<file path="src/rtl/uart_apb_bridge.sv">
// uart_apb_bridge: UART command port that issues single APB read/write
// transfers. Contains its own 8N1 uart_rx/uart_tx cores; one bit lasts
// cfg_div_i clock cycles, and a new divisor is taken at the start of each byte.
// Optional PREADY timeout: define UART_APB_BRIDGE_TIMEOUT_EN.

module uart_rx (
  input  logic        CLK,
  input  logic        RSTN,
  input  logic [15:0] div_i,
  input  logic        rx_i,
  input  logic        rx_ready_i,
  output logic [7:0]  rx_data_o,
  output logic        rx_valid_o
);
  typedef enum logic [1:0] {S_IDLE, S_START, S_BITS, S_STOP} rx_state_t;

  rx_state_t   state_q, state_d;
  logic        sync1_q, sync2_q;
  logic [15:0] div_q, div_d, timer_q, timer_d;
  logic [2:0]  bit_q, bit_d;
  logic [7:0]  shift_q, shift_d, data_q, data_d;
  logic        valid_q, valid_d;

  assign rx_data_o  = data_q;
  assign rx_valid_o = valid_q;

  // Frame decoder: find the start edge, sample each bit at its centre.
  always_comb begin
    state_d = state_q;
    div_d   = div_q;
    timer_d = timer_q;
    bit_d   = bit_q;
    shift_d = shift_q;
    data_d  = data_q;
    valid_d = valid_q & ~rx_ready_i;
    case (state_q)
      S_IDLE: begin
        if (!sync2_q) begin
          state_d = S_START;
          div_d   = div_i;
          timer_d = div_i >> 1;
        end
      end
      S_START: begin
        if (timer_q == 16'd0) begin
          if (!sync2_q) begin
            state_d = S_BITS;
            timer_d = div_q - 16'd1;
            bit_d   = 3'd0;
          end else begin
            state_d = S_IDLE;   // glitch, not a real start bit
          end
        end else begin
          timer_d = timer_q - 16'd1;
        end
      end
      S_BITS: begin
        if (timer_q == 16'd0) begin
          shift_d = {sync2_q, shift_q[7:1]};
          timer_d = div_q - 16'd1;
          bit_d   = bit_q + 3'd1;
          if (bit_q == 3'd7) state_d = S_STOP;
        end else begin
          timer_d = timer_q - 16'd1;
        end
      end
      S_STOP: begin
        if (timer_q == 16'd0) begin
          state_d = S_IDLE;
          if (sync2_q) begin   // bytes with a broken stop bit are discarded
            data_d  = shift_q;
            valid_d = 1'b1;
          end
        end else begin
          timer_d = timer_q - 16'd1;
        end
      end
      default: state_d = S_IDLE;
    endcase
  end

  // Receiver state, including the two-stage synchroniser on the serial input.
  always_ff @(posedge CLK or negedge RSTN) begin
    if (!RSTN) begin
      state_q <= S_IDLE;
      sync1_q <= 1'b1;
      sync2_q <= 1'b1;
      div_q   <= 16'd0;
      timer_q <= 16'd0;
      bit_q   <= 3'd0;
      shift_q <= 8'd0;
      data_q  <= 8'd0;
      valid_q <= 1'b0;
    end else begin
      state_q <= state_d;
      sync1_q <= rx_i;
      sync2_q <= sync1_q;
      div_q   <= div_d;
      timer_q <= timer_d;
      bit_q   <= bit_d;
      shift_q <= shift_d;
      data_q  <= data_d;
      valid_q <= valid_d;
    end
  end
endmodule

module uart_tx (
  input  logic        CLK,
  input  logic        RSTN,
  input  logic [15:0] div_i,
  input  logic [7:0]  tx_data_i,
  input  logic        tx_valid_i,
  output logic        tx_ready_o,
  output logic        tx_o
);
  logic        busy_q, busy_d;
  logic [8:0]  frame_q, frame_d;   // data bits then stop bit, shifted out LSB first
  logic [3:0]  bits_q, bits_d;
  logic [15:0] div_q, div_d, timer_q, timer_d;
  logic        tx_q, tx_d;

  assign tx_ready_o = ~busy_q;
  assign tx_o       = tx_q;

  // Serialiser: start bit on accept, then one bit every div cycles.
  always_comb begin
    busy_d  = busy_q;
    frame_d = frame_q;
    bits_d  = bits_q;
    div_d   = div_q;
    timer_d = timer_q;
    tx_d    = tx_q;
    if (!busy_q) begin
      if (tx_valid_i) begin
        busy_d  = 1'b1;
        tx_d    = 1'b0;
        frame_d = {1'b1, tx_data_i};
        bits_d  = 4'd9;
        div_d   = div_i;
        timer_d = div_i - 16'd1;
      end
    end else if (timer_q != 16'd0) begin
      timer_d = timer_q - 16'd1;
    end else if (bits_q == 4'd0) begin
      busy_d = 1'b0;
      tx_d   = 1'b1;
    end else begin
      tx_d    = frame_q[0];
      frame_d = {1'b1, frame_q[8:1]};
      bits_d  = bits_q - 4'd1;
      timer_d = div_q - 16'd1;
    end
  end

  // Transmitter state; the line idles high.
  always_ff @(posedge CLK or negedge RSTN) begin
    if (!RSTN) begin
      busy_q  <= 1'b0;
      frame_q <= 9'h1FF;
      bits_q  <= 4'd0;
      div_q   <= 16'd0;
      timer_q <= 16'd0;
      tx_q    <= 1'b1;
    end else begin
      busy_q  <= busy_d;
      frame_q <= frame_d;
      bits_q  <= bits_d;
      div_q   <= div_d;
      timer_q <= timer_d;
      tx_q    <= tx_d;
    end
  end
endmodule

module uart_apb_bridge #(
  parameter int unsigned APB_ADDR_WIDTH = 32,
  parameter int unsigned TIMEOUT_CYCLES = 1024
) (
  input  logic                      CLK,
  input  logic                      RSTN,
  input  logic [15:0]               cfg_div_i,
  input  logic                      rx_i,
  output logic                      tx_o,
  output logic [APB_ADDR_WIDTH-1:0] PADDR,
  output logic [31:0]               PWDATA,
  output logic                      PWRITE,
  output logic                      PSEL,
  output logic                      PENABLE,
  input  logic [31:0]               PRDATA,
  input  logic                      PREADY,
  input  logic                      PSLVERR,
  output logic                      busy_o
);
  typedef enum logic [2:0] {
    IDLE, RX_ADDR, RX_DATA, APB_SETUP, APB_ACCESS, TX_STATUS, TX_DATA
  } state_t;

  localparam int unsigned TO_W = $clog2(TIMEOUT_CYCLES + 1);
  localparam logic [TO_W-1:0] TO_LAST = TO_W'(TIMEOUT_CYCLES - 1);

  state_t      state_q, state_d;
  logic [1:0]  cnt_q, cnt_d;
  logic [31:0] addr_q, addr_d;
  logic [31:0] pwdata_q, pwdata_d;
  logic        pwrite_q, pwrite_d;
  logic        psel_q, psel_d;
  logic        penable_q, penable_d;
  logic [7:0]  status_q, status_d;
  logic [31:0] rdata_q, rdata_d;
`ifdef UART_APB_BRIDGE_TIMEOUT_EN
  logic [TO_W-1:0] to_cnt_q, to_cnt_d;
`else
  logic unused_timeout;
  assign unused_timeout = ^TO_LAST;
`endif

  logic [7:0] rx_data;
  logic       rx_valid;
  logic [7:0] tx_data;
  logic       tx_valid, tx_ready, tx_fire;

  uart_rx u_rx (
    .CLK        (CLK),
    .RSTN       (RSTN),
    .div_i      (cfg_div_i),
    .rx_i       (rx_i),
    .rx_ready_i (1'b1),
    .rx_data_o  (rx_data),
    .rx_valid_o (rx_valid)
  );

  uart_tx u_tx (
    .CLK        (CLK),
    .RSTN       (RSTN),
    .div_i      (cfg_div_i),
    .tx_data_i  (tx_data),
    .tx_valid_i (tx_valid),
    .tx_ready_o (tx_ready),
    .tx_o       (tx_o)
  );

  // The response byte on offer follows directly from the state and byte count.
  assign tx_valid = (state_q == TX_STATUS) || (state_q == TX_DATA);
  assign tx_data  = (state_q == TX_STATUS) ? status_q : rdata_q[8*cnt_q +: 8];
  assign tx_fire  = tx_valid & tx_ready;

  assign PADDR   = addr_q[APB_ADDR_WIDTH-1:0];
  assign PWDATA  = pwdata_q;
  assign PWRITE  = pwrite_q;
  assign PSEL    = psel_q;
  assign PENABLE = penable_q;
  assign busy_o  = (state_q != IDLE);

  // Command parser, single APB transfer and response sequencer.
  always_comb begin
    state_d   = state_q;
    cnt_d     = cnt_q;
    addr_d    = addr_q;
    pwdata_d  = pwdata_q;
    pwrite_d  = pwrite_q;
    psel_d    = psel_q;
    penable_d = penable_q;
    status_d  = status_q;
    rdata_d   = rdata_q;
`ifdef UART_APB_BRIDGE_TIMEOUT_EN
    to_cnt_d  = to_cnt_q;
`endif
    case (state_q)
      IDLE: begin
        if (rx_valid) begin
          if (rx_data == 8'h57 || rx_data == 8'h52) begin
            pwrite_d = (rx_data == 8'h57);
            cnt_d    = 2'd0;
            state_d  = RX_ADDR;
          end else begin
            status_d = 8'hEE;
            state_d  = TX_STATUS;
          end
        end
      end
      RX_ADDR: begin
        if (rx_valid) begin
          addr_d[8*cnt_q +: 8] = rx_data;
          cnt_d = cnt_q + 2'd1;
          if (cnt_q == 2'd3) begin
            if (pwrite_q) begin
              cnt_d   = 2'd0;
              state_d = RX_DATA;
            end else begin
              psel_d  = 1'b1;
              state_d = APB_SETUP;
            end
          end
        end
      end
      RX_DATA: begin
        if (rx_valid) begin
          pwdata_d[8*cnt_q +: 8] = rx_data;
          cnt_d = cnt_q + 2'd1;
          if (cnt_q == 2'd3) begin
            psel_d  = 1'b1;
            state_d = APB_SETUP;
          end
        end
      end
      APB_SETUP: begin
        penable_d = 1'b1;
        state_d   = APB_ACCESS;
`ifdef UART_APB_BRIDGE_TIMEOUT_EN
        to_cnt_d  = '0;
`endif
      end
      APB_ACCESS: begin
        if (PREADY) begin
          psel_d    = 1'b0;
          penable_d = 1'b0;
          if (!pwrite_q) rdata_d = PRDATA;
          status_d  = PSLVERR ? 8'h01 : 8'h00;
          state_d   = TX_STATUS;
        end
`ifdef UART_APB_BRIDGE_TIMEOUT_EN
        else if (to_cnt_q == TO_LAST) begin
          psel_d    = 1'b0;
          penable_d = 1'b0;
          if (!pwrite_q) rdata_d = 32'hDEADBEEF;
          status_d  = 8'h02;
          state_d   = TX_STATUS;
        end else begin
          to_cnt_d = to_cnt_q + 1'b1;
        end
`endif
      end
      TX_STATUS: begin
        if (tx_fire) begin
          // Only a real read (never a rejected command) carries data bytes.
          if (!pwrite_q && status_q != 8'hEE) begin
            cnt_d   = 2'd0;
            state_d = TX_DATA;
          end else begin
            state_d = IDLE;
          end
        end
      end
      TX_DATA: begin
        if (tx_fire) begin
          cnt_d = cnt_q + 2'd1;
          if (cnt_q == 2'd3) state_d = IDLE;
        end
      end
      default: state_d = IDLE;
    endcase
  end

  // Bridge state and registered APB outputs.
  always_ff @(posedge CLK or negedge RSTN) begin
    if (!RSTN) begin
      state_q   <= IDLE;
      cnt_q     <= 2'd0;
      addr_q    <= 32'd0;
      pwdata_q  <= 32'd0;
      pwrite_q  <= 1'b0;
      psel_q    <= 1'b0;
      penable_q <= 1'b0;
      status_q  <= 8'd0;
      rdata_q   <= 32'd0;
`ifdef UART_APB_BRIDGE_TIMEOUT_EN
      to_cnt_q  <= '0;
`endif
    end else begin
      state_q   <= state_d;
      cnt_q     <= cnt_d;
      addr_q    <= addr_d;
      pwdata_q  <= pwdata_d;
      pwrite_q  <= pwrite_d;
      psel_q    <= psel_d;
      penable_q <= penable_d;
      status_q  <= status_d;
      rdata_q   <= rdata_d;
`ifdef UART_APB_BRIDGE_TIMEOUT_EN
      to_cnt_q  <= to_cnt_d;
`endif
    end
  end
endmodule

</file>
<file path="config.mk">
export PLATFORM = sky130hd
export DESIGN_NAME = uart_apb_bridge
export DESIGN_NICKNAME = d
export VERILOG_FILES = /design/src/rtl/uart_apb_bridge.sv
export SDC_FILE = /design/constraint.sdc
export NUM_CORES = 1
export LEC_CHECK = 0
export ABC_AREA = 1
export BUFFER_PORTS_ARGS = -buffer_cell sky130_fd_sc_hd__buf_2
export CELL_PAD_IN_SITES_DETAIL_PLACEMENT = 0
export CELL_PAD_IN_SITES_GLOBAL_PLACEMENT = 1
export CORE_MARGIN = 2
export CORE_UTILIZATION = 40
export DETAILED_ROUTE_END_ITERATION = 6
export GPL_TIMING_DRIVEN = 0
export PLACE_DENSITY_LB_ADDON = 0.15
export SLEW_MARGIN = 10
export SYNTH_ARGS = -nofsm -noshare
export SYNTH_HDL_FRONTEND = slang
export SYNTH_SLANG_ARGS = --single-unit
</file>
<file path="constraint.sdc">
create_clock -name CLK -period 2.43 [get_ports CLK]
set_input_delay 0.486 -clock CLK [delete_from_list [all_inputs] [get_ports CLK]]
set_output_delay 0.486 -clock CLK [all_outputs]
set_load 0.02 [all_outputs]
</file>
==> impl_metrics.env <==
export IMPL_status="complete, no violations"
export IMPL_place_congestion=0.847
export IMPL_rows=60
export IMPL_drt_iter0_drc=596
export IMPL_grt_max_degree=95
export IMPL_portBuffers=121
export IMPL_min_delay_start="rx_i"
export IMPL_core_area_mm2=0.0267
export IMPL_reg2reg_setup_slack_ps=200
export IMPL_synthMuxAreaShare=0.105
export IMPL_synth_top_family_by_area="simple AND/OR/NAND/NOR gates"
export IMPL_synth_cells=1204
export IMPL_seq_area_frac_synth=0.482
export IMPL_diodes=0
export IMPL_fin_nets=1428
export IMPL_place_area_mm2=0.0119
export IMPL_leakage_nw=6.32
export IMPL_post_drt_via_cell_ratio=5.00
export IMPL_synth_warnings=0
export IMPL_path_common_cell="nor2_1"
export IMPL_fp_dieH_um=168
export IMPL_period_share=0.917
export IMPL_drtAntennaViolNets=0
export IMPL_setup_ws_ps=201
export IMPL_fin_util=0.477
export IMPL_fin_cells=1716
export IMPL_synth_edf_count=0
export IMPL_synth_xor_area_frac=0.0194
export IMPL_grt_remaining_overflow=0
export IMPL_clock_sinks=208
export IMPL_seq_area_mm2=0.00522
export IMPL_hpwl_mm=20.8
export IMPL_grt_usage=0.205
export IMPL_antenna_found_initial=0
export IMPL_dieArea_mm2=0.0284
export IMPL_first_pass_iters=5
export IMPL_cts_tree="done"
export IMPL_grt_pass1_vias=8822
export IMPL_rsz0062_at_grt="false"
export IMPL_fmax_mhz=449
export IMPL_cp_top_family="simple AND/OR/NAND/NOR gates"
export IMPL_r2r_start="cnt_q[1]$_DFFE_PN0P_"
export IMPL_synth_simple_gate_area_frac=0.215
export IMPL_skew_ps=13.9
export IMPL_cts_root_buf="clkbuf_16"
export IMPL_cp_start_kind="flip-flop"
export IMPL_die_w_um=168
export IMPL_wl_per_cell_um=16.7
export IMPL_numCtsBuffers=25
export IMPL_area_growth_pct=17.9
export IMPL_synthAdderAreaFrac=0.0208
export IMPL_path_cells="clkinvlp_4, ha_2, inv_1, nor2_1, nand2_1, nor2_1, mux2_2"
export IMPL_yosysTopAreaCell="dfrtp_1"
export IMPL_slowest_delay_ps=490
export IMPL_period_needed_ps=2230
export IMPL_critPathBufInv=2
export IMPL_synthTopCellsByArea="dfrtp_1 (46%), mux2_2 (9.3%), nand2_1 (7.8%)"
export IMPL_dp_cells=1668
export IMPL_setup_worst_path_class="reg2reg"
export IMPL_multi_input_area_mm2=0.00498
export IMPL_required_ps=2880
export IMPL_layout_commonest_cell="nand2_1"
export IMPL_maxCapViolCount=0
export IMPL_syn_cell_area_mm2=0.0108
export IMPL_setup_tns_ps=0
export IMPL_cts_max_level=1
export IMPL_postSynthAreaPerCell_um2=8.98
export IMPL_hp_class="in2reg"
export IMPL_drv_slew=0
export IMPL_num_vias=8577
export IMPL_critPathSlowestCell="ha_2"
export IMPL_pin_count=122
export IMPL_endpoint_kind="flip-flop"
export IMPL_grt_pass1_wl_mm=47.3
export IMPL_powerDensity_mw_per_mm2=782
export IMPL_yosysTopAreaCellShare=0.456
export IMPL_synth_compound_area_frac=0.0994
export IMPL_clkTransAtPathRegs_ps=60
export IMPL_synth_flop_cell="dfrtp_1"
export IMPL_async_flop_share=1.00
export IMPL_finalSetupViolations=0
export IMPL_initial_core_util=0.405
export IMPL_report_power_total_mw=9.98
export IMPL_dp_slack_ps=-132
export IMPL_finish_instance_area_mm2=0.0128
export IMPL_clkLatencyLatePin_ps=520
export IMPL_rr_endpoint="PWDATA[16]$_DFFE_PN0P_"
export IMPL_drive_gt1_frac=0.256
export IMPL_peakVddDrop_mv=0.541
export IMPL_cts_buffer_depth=3
export IMPL_relSlewSlack=0.599
export IMPL_worstRegToRegCells=7
export IMPL_crit_arrival_ps=2680
export IMPL_hold_depth=1
export IMPL_fillers=2610
export IMPL_ys_ff_latch=208
export IMPL_wirelength_mm=28.6
export IMPL_drc_errors=0
export IMPL_whs_ps=72.1
export IMPL_layout_common_cells="nand2_1 (224), dfrtp_1 (197), nor2_1 (138)"
export IMPL_synth_distinct_cells=48
export IMPL_hold_viol=0
export IMPL_worst_pin_slew_ps=601
export IMPL_crit_fanout=10
export IMPL_synth_nets=1275
export IMPL_hold_path_endpoint="u_rx.sync1_q$_DFF_PN1_"
worst register-to-register path, cell delays in order (launching register included):
cell and delay, ps:
dfrtp_1 450, clkinvlp_4 270, ha_2 490, inv_1 160
nor2_1 160, nand2_1 250, nor2_1 230, mux2_2 170
metal layers:
| layer | vias up | part of all wire | GRT usage |
|---|---|---|---|
| met5 | - | 0 | 0 |
| met4 | 0 | 0.021 | 0.0499 |
| met3 | 38 | 0.038 | 0.0304 |
| met2 | 131 | 0.46 | 0.335 |
| met1 | 4114 | 0.48 | 0.290 |
| li1 | 4294 | - | - |
flip-flops by register name, summed over array words and instances (netlist names), 2 cells and up, named ones only:
register	cells
cnt_q	2
u_tx.bits_q	4
rdata_q	32
PWDATA	32
u_tx.timer_q	16
u_rx.bit_q	3
PADDR	32
state_q	3
u_rx.shift_q	8
u_tx.frame_q	8
u_rx.div_q	16
status_q	2
u_rx.rx_data_o	8
u_rx.timer_q	16
u_tx.div_q	16
synthesized netlist by cell type, drive strengths merged (3+ instances only):
library cell and count:
mux2 101, dfrtp 197, nand2 243, nand3 67, xnor2 7, xor2 17
o211ai 9, nor2 157, nand3b 4, ha 18, a211oi 3, o22ai 9
a21oi 33, a22oi 3, o31ai 5, nand4 11, inv 115, a31oi 5
buf 17, nor3 19, dfstp 11, o21ai 125, clkbuf 18
cell families (layout without fill, tap and decap cells):
kind of cell               count (synthesis)  in the layout
xor gates and xnor gates                  24             24
buffers and inverters                    151            322
muxes                                    101            101
DFF                                      208            208
adders and majority gates                 18             18
AOI/OAI and AO/OA                        196            196
and+or+nand+nor                          506            506
how the worst max path moves through the flow:
stage | from | end | slack, ps | cells past startpoint
2_1_floorplan | cnt_q[0]$_DFFE_PN0P_ | PADDR[16]$_DFFE_PN0P_ | 460 | 8
3_3_place_gp | RSTN | u_rx.timer_q[15]$_DFFE_PN0P_ | -2870 | 1
3_5_place_dp | cnt_q[0]$_DFFE_PN0P_ | PADDR[16]$_DFFE_PN0P_ | -130 | 8
4_1_cts | cnt_q[0]$_DFFE_PN0P_ | PADDR[18]$_DFFE_PN0P_ | 70 | 7
5_1_grt | cnt_q[1]$_DFFE_PN0P_ | PWDATA[16]$_DFFE_PN0P_ | 0.9 | 7
6_report | cnt_q[1]$_DFFE_PN0P_ | PWDATA[16]$_DFFE_PN0P_ | 200 | 7
power breakdown:
group / switching [mW] / total, mW / internal, mW
logic: 1.49 / 2.25 / 0.765
clock network: 1.49 / 3.68 / 2.19
registers: 0.285 / 4.04 / 3.76
total: 3.26 / 9.98 / 6.72
final cells by class:
cell class	count	share of cell area
plain buffers	34	0.0144
clock buffers	33	0.0537
clock inverters	12	0.00932
inverters	116	0.0349
multi-input cells	845	0.390
flip-flops and latches	208	0.409
well taps	341	0.0334
repair buffers	127	0.0551
repair_timing:
item / in CTS / in global routing
hold buffers: 1 / 0
gates resized for setup: 0 / 3
hold endpoints to repair: 41 / 0
buffers inserted: 0 / 3
endpoints found under the setup margin: 32 / 32
Note: power is estimated with default switching activity, not from simulation.
